**src/rtl/key_event_pkg.sv**
```systemverilog
// Shared types and constants for the keypad event queue.
// An event is {press, code[4:0]}, where code = {column[2:0], row[1:0]}.
package key_event_pkg;

  localparam int KEY_COLS    = 5;
  localparam int KEY_ROWS    = 4;
  localparam int CODE_W      = 5;
  localparam int ROW_W       = $clog2(KEY_ROWS);
  localparam int COL_W       = CODE_W - ROW_W;
  localparam int EV_W        = CODE_W + 1;
  localparam int EV_PRESS    = EV_W - 1;
  localparam int EV_CODE_MSB = CODE_W - 1;
  localparam int EV_CODE_LSB = 0;
  localparam logic [COL_W-1:0] COL_INVALID = 3'h7;

  typedef struct packed {
    logic              press;
    logic [CODE_W-1:0] code;
  } key_event_t;

  typedef enum logic {
    TRK_IDLE = 1'b0,
    TRK_HELD = 1'b1
  } trk_state_t;

  // Columns above the last physical one come from a malformed scan.
  function automatic logic key_code_ok(input logic [CODE_W-1:0] code);
    return code[CODE_W-1:ROW_W] < COL_W'(KEY_COLS);
  endfunction

endpackage

```
**src/rtl/sync_fifo_fwft.sv**
```systemverilog
// Single-clock show-ahead FIFO; the head entry is visible on dout whenever not empty.
// A push into a full FIFO succeeds only if a pop frees a slot in the same cycle.
module sync_fifo_fwft #(
  parameter  int WIDTH = 6,
  parameter  int DEPTH = 8,
  localparam int AW    = $clog2(DEPTH)
) (
  input  logic             clk,
  input  logic             rst_n,
  input  logic             push,
  input  logic [WIDTH-1:0] din,
  input  logic             pop,
  output logic [WIDTH-1:0] dout,
  output logic             empty,
  output logic             full,
  output logic [AW:0]      level
);

  logic [WIDTH-1:0] mem [DEPTH];
  logic [AW-1:0]    wr_ptr;
  logic [AW-1:0]    rd_ptr;
  logic             do_push;
  logic             do_pop;

  assign empty   = (level == '0);
  assign full    = (level == (AW+1)'(DEPTH));
  assign do_pop  = pop & ~empty;
  assign do_push = push & (~full | do_pop);
  // Gate the head so an empty FIFO always presents zeros.
  assign dout    = empty ? '0 : mem[rd_ptr];

  always_ff @(posedge clk) begin
    if (do_push) mem[wr_ptr] <= din;
  end

  always_ff @(posedge clk or negedge rst_n) begin
    if (!rst_n) begin
      wr_ptr <= '0;
      rd_ptr <= '0;
      level  <= '0;
    end else begin
      if (do_push) wr_ptr <= wr_ptr + 1'b1;
      if (do_pop)  rd_ptr <= rd_ptr + 1'b1;
      case ({do_push, do_pop})
        2'b10:   level <= level + 1'b1;
        2'b01:   level <= level - 1'b1;
        default: level <= level;
      endcase
    end
  end

endmodule

```
**src/rtl/key_event_queue.sv**
```systemverilog
// Turns the scanner's ready/keycode level into press/release events and queues them.
// state | meaning
// IDLE  | no key tracked; waiting for a valid key to appear
// HELD  | held_code is down; pending=1 means a slide's press is still owed
module key_event_queue
  import key_event_pkg::*;
#(
  parameter  int DEPTH = 8,
  localparam int AW    = $clog2(DEPTH)
) (
  input  logic              clk,
  input  logic              rst_n,
  input  logic              key_ready,
  input  logic [CODE_W-1:0] key_code,
  output logic              ev_valid,
  input  logic              ev_ready,
  output logic              ev_press,
  output logic [CODE_W-1:0] ev_code,
  output logic              ovf,
  input  logic              ovf_clr,
  output logic [AW:0]       level
);

  trk_state_t        state, state_n;
  logic [CODE_W-1:0] held_code, held_code_n;
  logic [CODE_W-1:0] new_code, new_code_n;
  logic              pending, pending_n;
  logic              key_ready_q;
  logic [CODE_W-1:0] key_code_q;
  logic              push;
  key_event_t        push_ev;
  logic [EV_W-1:0]   head;
  logic              fifo_empty;
  logic              fifo_full;
  logic              key_edge;

  // A fresh key is seen on a rise of ready or a change of code while ready stays high.
  assign key_edge = ~key_ready_q | (key_code != key_code_q);

  always_ff @(posedge clk or negedge rst_n) begin
    if (!rst_n) begin
      state       <= TRK_IDLE;
      held_code   <= '0;
      new_code    <= '0;
      pending     <= 1'b0;
      key_ready_q <= 1'b0;
      key_code_q  <= '0;
    end else begin
      state       <= state_n;
      held_code   <= held_code_n;
      new_code    <= new_code_n;
      pending     <= pending_n;
      key_ready_q <= key_ready;
      key_code_q  <= key_code;
    end
  end

  always_comb begin
    state_n     = state;
    held_code_n = held_code;
    new_code_n  = new_code;
    pending_n   = pending;
    push        = 1'b0;
    push_ev     = '0;
    case (state)
      TRK_IDLE: begin
        if (key_ready && key_edge && key_code_ok(key_code)) begin
          push        = 1'b1;
          push_ev     = '{press: 1'b1, code: key_code};
          held_code_n = key_code;
          state_n     = TRK_HELD;
        end
      end
      TRK_HELD: begin
        if (!key_ready) begin
          // A slide's release is already queued, so a drop mid-slide adds nothing.
          if (!pending) begin
            push    = 1'b1;
            push_ev = '{press: 1'b0, code: held_code};
          end
          pending_n = 1'b0;
          state_n   = TRK_IDLE;
        end else if (pending) begin
          push        = 1'b1;
          push_ev     = '{press: 1'b1, code: new_code};
          held_code_n = new_code;
          pending_n   = 1'b0;
        end else if (key_code != held_code) begin
          push       = 1'b1;
          push_ev    = '{press: 1'b0, code: held_code};
          new_code_n = key_code;
          pending_n  = 1'b1;
        end
      end
      default: state_n = TRK_IDLE;
    endcase
  end

  sync_fifo_fwft #(
    .WIDTH (EV_W),
    .DEPTH (DEPTH)
  ) u_fifo (
    .clk   (clk),
    .rst_n (rst_n),
    .push  (push),
    .din   (push_ev),
    .pop   (ev_ready),
    .dout  (head),
    .empty (fifo_empty),
    .full  (fifo_full),
    .level (level)
  );

  assign ev_valid = ~fifo_empty;
  assign ev_press = head[EV_PRESS];
  assign ev_code  = head[EV_CODE_MSB:EV_CODE_LSB];

  always_ff @(posedge clk or negedge rst_n) begin
    if (!rst_n) begin
      ovf <= 1'b0;
    end else if (push && fifo_full && !ev_ready) begin
      ovf <= 1'b1;
    end else if (ovf_clr) begin
      ovf <= 1'b0;
    end
  end

endmodule

```
**config.mk**
```make
export PLATFORM = sky130hd
export DESIGN_NAME = key_event_queue
export DESIGN_NICKNAME = d
export VERILOG_FILES = /design/src/rtl/key_event_pkg.sv /design/src/rtl/sync_fifo_fwft.sv /design/src/rtl/key_event_queue.sv
export SDC_FILE = /design/constraint.sdc
export NUM_CORES = 1
export LEC_CHECK = 0
export CAP_MARGIN = 20
export CORE_MARGIN = 2
export CORE_UTILIZATION = 55
export DETAILED_ROUTE_END_ITERATION = 12
export DONT_BUFFER_PORTS = 1
export GPL_TIMING_DRIVEN = 0
export PLACE_DENSITY = 0.78
export REMOVE_ABC_BUFFERS = 1
export SLEW_MARGIN = 20
export SYNTH_ARGS = -nofsm -noshare
export SYNTH_HDL_FRONTEND = slang
export SYNTH_HIERARCHICAL = 1
export SYNTH_SLANG_ARGS = --single-unit
export TNS_END_PERCENT = 1
```
**constraint.sdc**
```tcl
create_clock -name clk -period 2.99 [get_ports clk]
set_input_delay 0.4485 -clock clk [delete_from_list [all_inputs] [get_ports clk]]
set_output_delay 0.4485 -clock clk [all_outputs]
set_load 0.1 [all_outputs]
```
Yosys cells after proc, flatten, opt, wreduce, memory -nomap -nowiden
Memories as Yosys holds them, arrays and structs flattened.
Index checks and enable logic that the tools add are counted.
{ "op_classes": {"bitwise_logic": 9, "magnitude_cmp": 1, "muxes": 26, "n_reduce_logical": 10, "addsub": 4, "n_eq_ne": 8} }
{ "ops": {"columns": ["op", "count"], "rows": [
  ["$mux 5", 5],
  ["$mux 6", 4],
  ["$mux 1", 12],
  ["$pmux 6 s2", 1],
  ["$ne 5x5->1", 2],
  ["$pmux 5 s2", 1],
  ["$pmux 4 s2", 1],
  ["$add 3x1->3 const B", 2],
  ["$not 1->1", 5],
  ["$add 4x1->4 const B", 1],
  ["$eq 4x4->1 const B", 1],
  ["$logic_and 1x1->1", 4],
  ["$logic_not 4->1", 1],
  ["$ne 2x2->1 const B", 2],
  ["$pmux 1 s2", 2],
  ["$reduce_and 4->1", 1],
  ["$reduce_bool 2->1", 2],
  ["$sub 4x1->4 const B", 1],
  ["$lt 3x3->1 const B", 1],
  ["$reduce_and 3->1", 1],
  ["$and 1x1->1", 2],
  ["$eq 2x1->1 const B", 1],
  ["$eq 2x2->1 const B", 1],
  ["$ne 2x1->1 const B", 1],
  ["other kinds (2)", 3]
]} }
{ "totals": {"ff_bits": 29, "ramBits": 48, "in_bits": 10, "wordCells": 69, "out_inout_bits": 12, "n_memories": 1} }
{ "memory_table": {"columns": ["memory", "words", "width", "rd", "rd_clocked_by_memory_dff", "write_ports", "line", "rtl"], "rows": [
  ["u_fifo.mem", 8, 6, 1, 0, 1, "sync_fifo_fwft.sv:19", "logic [WIDTH-1:0] mem [DEPTH];"]
]} }

Logic depth before layout (Yosys ltp)
Gate-level depths: netlist (run 1).
{ "logic_depth": {"word_depth": 9, "mapped_depth": 12, "ltp_nobuf": 12} }

By module
The synthesis (run 1) kept the hierarchy.
{ "modules_own_cells": {"columns": ["module", "area_per_inst_um2", "cells_each", "instances", "seq_area_each_um2"], "rows": [
  ["sync_fifo_fwft", 2484.9, 145, 1, 1691.6],
  ["key_event_queue", 927.1, 77, 1, 475.5]
]} }

Worst setup path after synthesis (run 1)
No wires, ideal clock.
{ "synth_path": {"path_kind": "register -> output", "from": "register u_fifo.level[1]", "to": "output port ev_code[0]", "path_buffers": 1, "setup_slack_ps": -193, "t_required_ps": 2542, "path_stages_with_launch": 5, "t_arrival_ps": 2734, "path_cell_list": "dfrtp_1 or3_1 buf_6 nor2_1 nor2_1"} }
{ "synth_between": {"elab_chain_cells": 2} }
{ "synth_lines": {"columns": ["item", "line", "rtl"], "rows": [
  ["start, declared", "sync_fifo_fwft.sv:16", "output logic [AW:0] level"],
  ["start signal, assigned", "sync_fifo_fwft.sv:45", "2'b10: level <= level + 1'b1;"],
  ["start signal, assigned", "sync_fifo_fwft.sv:46", "2'b01: level <= level - 1'b1;"],
  ["start signal, assigned", "sync_fifo_fwft.sv:47", "default: level <= level;"],
  ["$logic_not 4->1", "sync_fifo_fwft.sv:25", "assign empty = (level == '0);"],
  ["via fifo_empty", "key_event_queue.sv:33", "logic fifo_empty;"],
  ["$mux 6", "sync_fifo_fwft.sv:30", "assign dout = empty ? '0 : mem[rd_ptr];"],
  ["end, declared", "key_event_queue.sv:18", "output logic [CODE_W-1:0] ev_code,"]
]} }
The timed path passes the listed nets, and every way through them passes these cells.

Worst setup path in the final report (run 1)
{ "layout_path": {"from": "register key_code_q[1]", "to": "register u_fifo.level[3]"} }
{ "layout_between": {"elab_chain_cells": 9, "elab_cells_between_ends": 11, "cone_classes": "eq/ne: 3; mux: 3; bitwise: 2; reduce/logical: 3"} }
{ "layout_lines": {"columns": ["item", "line", "rtl"], "rows": [
  ["start, declared", "key_event_queue.sv:29", "logic [CODE_W-1:0] key_code_q;"],
  ["start signal, assigned", "key_event_queue.sv:54", "key_code_q <= key_code;"],
  ["$ne 5x5->1 *", "key_event_queue.sv:38", "assign key_edge = ~key_ready_q | (key_code != key_code_q);"],
  ["$or 1x1->1 *", "key_event_queue.sv:38", null],
  ["$logic_and 1x1->1 * (2 in series)", "key_event_queue.sv:67", "if (key_ready && key_edge && key_code_ok(key_code)) begin"],
  ["$mux 1 *", "key_event_queue.sv:67", null],
  ["$pmux 1 s2 *", "key_event_queue.sv:65", "case (state)"],
  ["via push", "key_event_queue.sv:30", "logic push;"],
  ["$and 1x1->1 *", "sync_fifo_fwft.sv:28", "assign do_push = push & (~full | do_pop);"],
  ["$eq 2x1->1 or $eq 2x2->1 (tied branches)", "sync_fifo_fwft.sv:44", "case ({do_push, do_pop})"],
  ["$pmux 4 s2 or $reduce_bool 2->1 (tied branches)", null, null]
]} }
Mark *: on every way through the listed nets, which the timed path passes. The rest lies on a longest branch.
A chain may end at the register's enable or synchronous reset.

==> reports/qor.csv, run 1 <==
stage,metric,value,unit
synth,synthFlopType,edfxtp_1,
clock_tree,clock_latency,0.34,ns
worst_setup_path,critPathLaunch,key_code_q[1],
synth,synth_compound_area_frac,0.0766,
detailed_routing,ant_nets,0,
synth,yosysWarnings,6,
finish,seq_area,2180,µm²
detailed_routing,top_layer_used,met4,
sta,final-setup-viol-count,0,
floorplan,start_util,0.573,
sta,maxSlewViolCount,0,
finish,antenna_cells,0,
global_routing,gr-total-overflow,0,
global_routing,antenna_found_initial,0,
synth,netlist_area,3410,µm²
clock_tree,cts_root_buffer,clkbuf_8,
worst_setup_path,critPathMaxFanout,8,
worst_setup_path,cp_data_required_time,3.18,ns
floorplan,die_h,82.8,µm
detailed_routing,drc,0,
run,cap_violations,0,
detailed_routing,drtPass1Iterations,4,
sta,finalCritPeriodShare,0.934,
detailed_routing,dr.first_iter.drc_count,59,
synth,synth_top_family_by_area,multiplexers,
synth,synthDistinctLibCells,42,
finish,drive_gt1_frac,0.249,
finish,layout_commonest_cell,edfxtp_1,
hold_path,hold_path_class,input pin to flip-flop,
sta,finalHoldViolations,0,
clock_tree,cts_buffer_depth,2,
clock_tree,clk_pin_slew_worst_paths,0.08,ns
global_routing,grt_usage,0.182,
worst_setup_path,reg2reg_slack,0.20,ns
clock_tree,cts_tree,yes,
synth,synth_edf_count,48,
hold_path,min-delay-start,key_code[2],
synth,syn_area_per_cell,15.4,µm²
finish,post-route-util,0.634,
worst_setup_path,crit_arrival,2.98,ns
synth,synth-simple-area-share,0.0796,
global_routing,grt_pass1_wl,8.86,mm
floorplan,die-area,6850,µm²
sta,holdWs,0.127,ns
run_status,status,"finished, final reports clean",
floorplan,std_cell_rows,28,
sta,relSlewSlack,0.401,
synth,ys_seq_elements,77,
floorplan,dieWidth,82.8,µm
worst_setup_path,r2r_end,u_fifo/level[3],
sta,final.setup_skew,0.00597,ns
finish,mostFrequentLayoutCells,"48 x edfxtp_1, 25 x dfrtp_1, 12 x mux4_2, 11 x nor2_1, 11 x nand2_1",
detailed_routing,drt-total-wl,5.36,mm
floorplan,num_io_pins,22,
finish,syn_to_final_growth,10.7,%
detailed_routing,met2_length,2.62,mm
worst_setup_path,worstReg2RegStart,key_code_q[1],
worst_setup_path,worstSetupEndpoint,u_fifo/level[3],
clock_tree,cts_buffers,9,
finish,multi_input_area,1240,µm²
finish,n_fill_cell,459,
sta,period_needed,2.79,ns
place,post-dp-hpwl,3.72,mm
detailed_routing,wl_met1,2.39,mm
place,gp_congestion,0.783,
detailed_routing,post_drt_wl_per_cell,17.2,µm
global_routing,grt_max_degree,30,
clock_tree,htreeDepth,3,
worst_setup_path,endpoint_kind,flip-flop,
detailed_routing,wl_met3,255,µm
finish,finalNetCount,247,
detailed_routing,viasPerCell,5.74,
synth,synth.mux.area_fraction,0.124,
sta,max_clock_freq,0.358,GHz
worst_setup_path,rr_worst_depth,12,
worst_setup_path,start_kind,flip-flop,
synth,yosys.area_share.adder,0.0205,
synth,synthArstFlopShare,0.377,
place,port_buffers,0,
sta,tightest_slew,0.895,ns
synth,synthXorXnorAreaFrac,0.0411,
synth,ys_seq_area_frac,0.635,
synth,syn_inst,222,
floorplan,coreArea,5960,µm²
clock_tree,cts_sinks,77,
worst_setup_path,worst-setup-path-type,flip-flop to flip-flop,
detailed_routing,vias,1790,
global_routing,first_global_vias,1870,
-- per-layer routing --
| layer | vias to the layer above | track usage |
|---|---|---|
| met1 | 881 | 0.227 |
| met5 | - | 0 |
| met4 | 0 | 0.0787 |
| li1 | 858 | - |
| met3 | 10 | 0.0511 |
| met2 | 41 | 0.301 |
-- cell families after synthesis --
logic type	count (synthesis)
compound gates	29
xor+xnor	16
fa+ha+maj	5
buf+inv	16
flops	77
mux	26
simple gates	53
-- layout make-up --
cell class,instances,share of cell area
Clock buffer,9,0.0328
Clock inverter,7,0.0139
Inverter,11,0.0119
Multi-Input combinational cell,129,0.328
Sequential cell,77,0.576
Tap cell,75,0.0248
Timing Repair Buffer,4,0.0119
-- timing repair --
item                                    in CTS  in global routing
gates resized for setup                     14                  5
pin swaps                                    1                  2
hold endpoints to repair                    29                  0
buffers inserted                             1                  1
hold buffers                                 2                  0
endpoints found under the setup margin       8                  7
-- registers in the layout, summed over array words and instances, names as in the netlist --
| register | flops |
|---|---|
| u_fifo/mem | 48 |
| held_code | 5 |
| key_code_q | 5 |
| new_code | 5 |
| u_fifo/level | 4 |
| u_fifo/rd_ptr | 3 |
| u_fifo/wr_ptr | 3 |
| key_ready_q | 1 |
| ovf | 1 |
| pending | 1 |
| state | 1 |
-- Yosys cell counts, types with 4 or more instances --
library cell,number,share of area
a221o_1,10,0.029
and2_1,6,0.011
dfrtp_1,29,0.21
edfxtp_1,48,0.42
ha_1,4,0.015
inv_1,10,0.011
mux2_2,5,0.017
mux2i_1,7,0.021
mux4_2,12,0.079
nand2_1,11,0.012
nand2b_1,7,0.013
nand3_1,4,0.0059
nor2_1,18,0.020
o21a_1,4,0.0088
xnor2_1,10,0.026
xor2_1,6,0.015
-- worst max-delay path: stages, from the launching register on --
cell,delay (ns)
dfrtp_1,0.38
xor2_1,0.16
nor4_4,0.30
a32o_2,0.35
nand2b_2,0.19
inv_2,0.10
nand2b_1,0.09
inv_1,0.09
ha_1,0.25
a211oi_2,0.32
or3_4,0.20
o21a_1,0.11
o221ai_1,0.11
-- metrics by stage --
step / setup slack, ns / instances / setup TNS, ns / cell area, µm²
2_1_floorplan: -0.307 / 217 / -1.92 / 3370
3_3_place_gp: -0.505 / 292 / -3.27 / 3470
3_5_place_dp: -0.325 / 292 / -1.23 / 3480
4_1_cts: 0.0186 / 311 / 0 / 3750
5_1_grt: -0.00767 / 312 / -0.00767 / 3780
6_report: 0.198 / 312 / 0 / 3780
-- how the worst min path moves through the flow --
stage | end | slack [ns] | depth (start not counted)
finish | key_code_q[2] | 0.13 | 0
global route | key_code_q[1] | 0.10 | 0
CTS | key_code_q[2] | 0.11 | 0
detailed placement | u_fifo/level[0] | 0.15 | 0
global placement | u_fifo/level[0] | 0.15 | 0
floorplan | held_code[0] | 0.15 | 0
Power of run 1 is left out: the tool's default activity adds up to more than one toggle a clock period on the data nets, which glitch-free logic cannot reach.
==> run 2, diff against run 1 <==
Settings changed: SETUP_SLACK_MARGIN from default to 0.5.
==> run 2 against run 1 <==
Effect of this change:
- hold slack barely moved
- die area is the same
- clock skew is 0.0014 ns higher
- critical path depth shrank 7
- routed wire length grew 1.8%
- clock-buffer cell count unchanged
- via count grew 1.8%
- sequential share of layout area down 1.8 points
- first-iteration DRC count increased by 22%
- register-to-register slack improved by 0.12 ns
- critical endpoint is now ev_valid
- non-clock buffer count is 6 higher
- worst setup slack improved by 0.055 ns
==> reports/qor.csv, run 2 (synthesis results as in run 1) <==
stage,metric,value,unit,change
clock_tree,clock_latency,0.34,ns,about the same
finish,finalNetCount,253,,was 247
global_routing,first_global_vias,1896,,"was 1,870"
global_routing,gr-total-overflow,0,,unchanged
floorplan,die-area,6850,µm²,unchanged
sta,finalCritPeriodShare,0.915,,was 0.934
worst_setup_path,endpoint_kind,output port,,was flip-flop
sta,max_clock_freq,0.365,GHz,was 0.358 GHz
clock_tree,htreeDepth,3,,unchanged
finish,largest_reg_flops,48,,unchanged
sta,finalWorstSetupSlack,0.253,ns,was 0.198 ns
worst_setup_path,start_kind,flip-flop,,unchanged
place,pre_cts_slack,-0.325,ns,unchanged
finish,post-route-util,0.656,,was 0.634
sta,period_needed,2.74,ns,was 2.79 ns
place,gp_congestion,0.783,,unchanged
global_routing,grt_usage,0.186,,was 0.182
sta,finalHoldViolations,0,,unchanged
detailed_routing,drtPass1Iterations,4,,unchanged
place,post-dp-hpwl,3.72,mm,unchanged
clock_tree,cts_sinks,77,,unchanged
finish,layout_commonest_cell,edfxtp_1,,unchanged
detailed_routing,post_drt_wl_per_cell,17.2,µm,about the same
detailed_routing,viasPerCell,5.73,,was 5.74
sta,tightest_slew,0.897,ns,was 0.895 ns
run,cap_violations,0,,unchanged
sta,maxSlewViolCount,0,,unchanged
detailed_routing,drc,0,,unchanged
finish,mostFrequentLayoutCells,"48 x edfxtp_1, 24 x dfrtp_1, 12 x mux4_2, 11 x nor2_1, 11 x nand2_1",,"was 48 x edfxtp_1, 25 x dfrtp_1, 12 x mux4_2, 11 x nor2_1, 11 x nand2_1"
floorplan,num_io_pins,22,,unchanged
finish,regMostFlops,u_fifo/mem,,unchanged
global_routing,grt_max_degree,30,,unchanged
clock_tree,cts_buffer_depth,2,,unchanged
finish,post_layout_nonfiller_instances,318,,was 312
detailed_routing,ant_nets,0,,unchanged
clock_tree,clk_pin_slew_worst_paths,0.08,ns,about the same
floorplan,dieWidth,82.8,µm,unchanged
clock_tree,cts_buffers,9,,unchanged
place,dp.cells,292,,unchanged
clock_tree,cts_tree,yes,,unchanged
sta,final.setup_skew,0.00738,ns,was 0.00597 ns
sta,rsz0062_at_grt,true,,
sta,final-setup-viol-count,0,,unchanged
worst_setup_path,crit_arrival,2.29,ns,was 2.98 ns
finish,syn_to_final_growth,14.4,%,was 10.7%
finish,drive_gt1_frac,0.309,,was 0.249
hold_path,hold_path_class,input pin to flip-flop,,unchanged
detailed_routing,vias,1822,,"was 1,790"
detailed_routing,dr.first_iter.drc_count,72,,was 59
worst_setup_path,cp_data_required_time,2.54,ns,was 3.18 ns
floorplan,std_cell_rows,28,,unchanged
clock_tree,cts_root_buffer,clkbuf_8,,unchanged
floorplan,coreArea,5960,µm²,unchanged
global_routing,grt_pass1_wl,9.06,mm,was 8.86 mm
floorplan,start_util,0.573,,unchanged
global_routing,antenna_found_initial,0,,unchanged
worst_setup_path,worst-setup-path-type,flip-flop to output port,,was flip-flop to flip-flop
sta,relSlewSlack,0.402,,was 0.401
detailed_routing,drt-total-wl,5.45,mm,was 5.36 mm
worst_setup_path,critPathMaxFanout,4,,was 8
place,port_buffers,0,,unchanged
finish,antenna_cells,0,,unchanged
run_status,status,"finished, final reports clean",,unchanged
floorplan,die_h,82.8,µm,unchanged
-- run 2: final timing paths --
kind	startpoint	to	slack, ns	cells past startpoint
hold reg to reg	new_code[0]	new_code[0]	0.51	1
min in group asynchronous	rst_n	u_fifo/level[1]	0.54	2
setup reg to reg	u_fifo/level[1]	u_fifo/level[3]	0.32	9
setup / recovery	u_fifo/level[1]	ev_valid	0.25	5
max in group asynchronous	rst_n	u_fifo/rd_ptr[0]	2.28	2
hold / removal	key_ready	key_ready_q	0.13	0
-- run 2: metal layers --
layer	GRT usage	part of all wire	routed length, µm
met1	0.235	0.45	2470
met2	0.306	0.49	2700
met5	0	0	0
met4	0.0787	0.017	95
met3	0.0511	0.035	189
-- run 2: what timing repair did --
action	CTS	global route
pin swaps	4	14
resized for setup	23	13
setup buffers	5	3
hold buffers	2	0
endpoints found under the hold margin	29	0
gates cloned	0	0
setup endpoints to repair	58	57
-- run 2: final cells by class --
class	count	area, µm²
clock buffer	9	124
clock inverter	7	52.6
fill	439	2050
inverter	11	45.0
multi-input combinational	129	1310
sequential	77	2180
tap	75	93.8
timing repair buffer	10	97.6
-- run 2: worst max-delay path, cell delays in order, from the launching register on --
cell	delay, ns
dfrtp_4	0.64
or3_4	0.47
buf_6	0.13
buf_6	0.11
nor2_4	0.14
clkinvlp_4	0.45
-- run 2: metrics by stage --
stage / hold slack [ns] / setup TNS, ns / instance area (µm²)
final: 0.128 / 0 / 3910
after global routing: 0.100 / 0 / 3910
after CTS: 0.110 / 0 / 3810
after detailed placement: 0.153 / -1.23 / 3480
after global placement: 0.153 / -3.27 / 3470
after floorplan: 0.153 / -1.92 / 3370
Power of run 2 is left out for the same reason.
==> run 3, diff against run 2 <==
Settings changed: MAX_ROUTING_LAYER from default to met4.
==> run 3 against run 2 <==
Effect of this change:
- routed wire length about the same
- final area unchanged
- clock skew about the same
- core utilization unchanged
- final cell count unchanged
- first-iteration DRC count increased by 11%
- critical path depth unchanged
- highest routed layer unchanged
==> reports/qor.csv, run 3 (synthesis results as in run 1) <==
stage,metric,value,unit,change
sta,rsz0062_at_grt,true,,unchanged
sta,final-setup-viol-count,0,,unchanged
sta,max_clock_freq,0.366,GHz,was 0.365 GHz
place,gp_congestion,0.794,,was 0.783
clock_tree,cts_buffers,9,,unchanged
worst_setup_path,critPathMaxFanout,4,,unchanged
global_routing,grt_max_degree,30,,unchanged
floorplan,die_h,82.8,µm,unchanged
floorplan,std_cell_rows,28,,unchanged
global_routing,antenna_found_initial,0,,unchanged
detailed_routing,drc,0,,unchanged
sta,maxSlewViolCount,0,,unchanged
finish,antenna_cells,0,,unchanged
floorplan,num_io_pins,22,,unchanged
sta,period_needed,2.73,ns,was 2.74 ns
run_status,status,"finished, final reports clean",,unchanged
worst_setup_path,rr_worst_depth,9,,unchanged
finish,drive_gt1_frac,0.309,,unchanged
finish,final_area,3910,µm²,unchanged
finish,finalNetCount,253,,unchanged
sta,finalCritPeriodShare,0.914,,was 0.915
sta,setup_tns,0,ns,unchanged
run,cap_violations,0,,unchanged
finish,seq_area,2180,µm²,unchanged
detailed_routing,dr.first_iter.drc_count,80,,was 72
floorplan,die-area,6850,µm²,unchanged
finish,syn_to_final_growth,14.4,%,unchanged
worst_setup_path,worst-setup-path-type,flip-flop to output port,,unchanged
clock_tree,cts_root_buffer,clkbuf_8,,unchanged
hold_path,hold_path_class,input pin to flip-flop,,unchanged
sta,final.setup_skew,0.00737,ns,was 0.00738 ns
worst_setup_path,endpoint_kind,output port,,unchanged
place,dp.cells,292,,unchanged
detailed_routing,vias,1828,,"was 1,822"
detailed_routing,drtPass1Iterations,4,,unchanged
detailed_routing,drt-total-wl,5.45,mm,about the same
finish,multi_input_area,1310,µm²,unchanged
global_routing,grt_pass1_wl,9.05,mm,was 9.06 mm
clock_tree,cts_tree,yes,,unchanged
floorplan,start_util,0.573,,unchanged
worst_setup_path,cp_data_required_time,2.54,ns,about the same
finish,post_layout_nonfiller_instances,318,,unchanged
worst_setup_path,reg2reg_slack,0.32,ns,about the same
finish,n_fill_cell,439,,unchanged
clock_tree,clock_latency,0.34,ns,about the same
sta,holdWs,0.128,ns,about the same
sta,relSlewSlack,0.402,,about the same
clock_tree,cts_sinks,77,,unchanged
floorplan,coreArea,5960,µm²,unchanged
worst_setup_path,crit_arrival,2.29,ns,about the same
floorplan,dieWidth,82.8,µm,unchanged
global_routing,grt_usage,0.192,,was 0.186
hold_path,min_path_cells,0,,unchanged
finish,regMostFlops,u_fifo/mem,,unchanged
finish,mostFrequentLayoutCells,"48 x edfxtp_1, 24 x dfrtp_1, 12 x mux4_2, 11 x nor2_1, 11 x nand2_1",,unchanged
global_routing,gr-total-overflow,0,,unchanged
sta,finalHoldViolations,0,,unchanged
place,dpl_cell_area,3480,µm²,unchanged
clock_tree,clk_pin_slew_worst_paths,0.08,ns,about the same
detailed_routing,post_drt_wl_per_cell,17.1,µm,was 17.2 µm
finish,layout_commonest_cell,edfxtp_1,,unchanged
worst_setup_path,start_kind,flip-flop,,unchanged
place,post-dp-hpwl,3.72,mm,unchanged
global_routing,first_global_vias,1892,,"was 1,896"
finish,largest_reg_flops,48,,unchanged
clock_tree,cts_buffer_depth,2,,unchanged
detailed_routing,viasPerCell,5.75,,was 5.73
sta,tightest_slew,0.897,ns,about the same
detailed_routing,ant_nets,0,,unchanged
clock_tree,htreeDepth,3,,unchanged
place,port_buffers,0,,unchanged
[run 3: final cells by class]
cell class / count / share of cell area
Clock inverter: 7 / 0.0135
Multi-Input combinational cell: 129 / 0.336
Timing Repair Buffer: 10 / 0.0250
Clock buffer: 9 / 0.0317
Inverter: 11 / 0.0115
Sequential cell: 77 / 0.558
Tap cell: 75 / 0.0240
[run 3: worst max-delay path: stages (launching register included)]
cell,delay (ns)
dfrtp_4,0.64
or3_4,0.47
buf_6,0.13
buf_6,0.11
nor2_4,0.14
clkinvlp_4,0.45
[run 3: layer usage]
metal	vias to the layer above	part of all wire	GRT usage
li1	873	-	-
met1	917	0.45	0.234
met2	27	0.49	0.307
met3	11	0.034	0.0489
met4	0	0.017	0.0787
met5	-	0	-
[run 3: path summary, 6_finish.rpt]
path | from | endpoint
max in group asynchronous | rst_n | u_fifo/rd_ptr[0]
max reg2reg | u_fifo/level[1] | u_fifo/level[3]
min reg2reg | new_code[3] | new_code[3]
max | u_fifo/level[1] | ev_valid
min in group asynchronous | rst_n | u_fifo/level[1]
min | key_ready | key_ready_q
[run 3: timing repair]
item,CTS,global route
setup buffers,5,3
pin swaps,4,14
gates resized for setup,23,13
endpoints found under the setup margin,58,57
hold buffers,2,0
hold endpoints to repair,29,0
[run 3: per-stage QoR]
step / setup slack, ns / util
finish: 0.256 / 0.656
global route: 0.198 / 0.656
CTS: 0.286 / 0.640
detailed placement: -0.325 / 0.585
global placement: -0.505 / 0.582
floorplan: -0.307 / -
Power of run 3 is left out for the same reason.
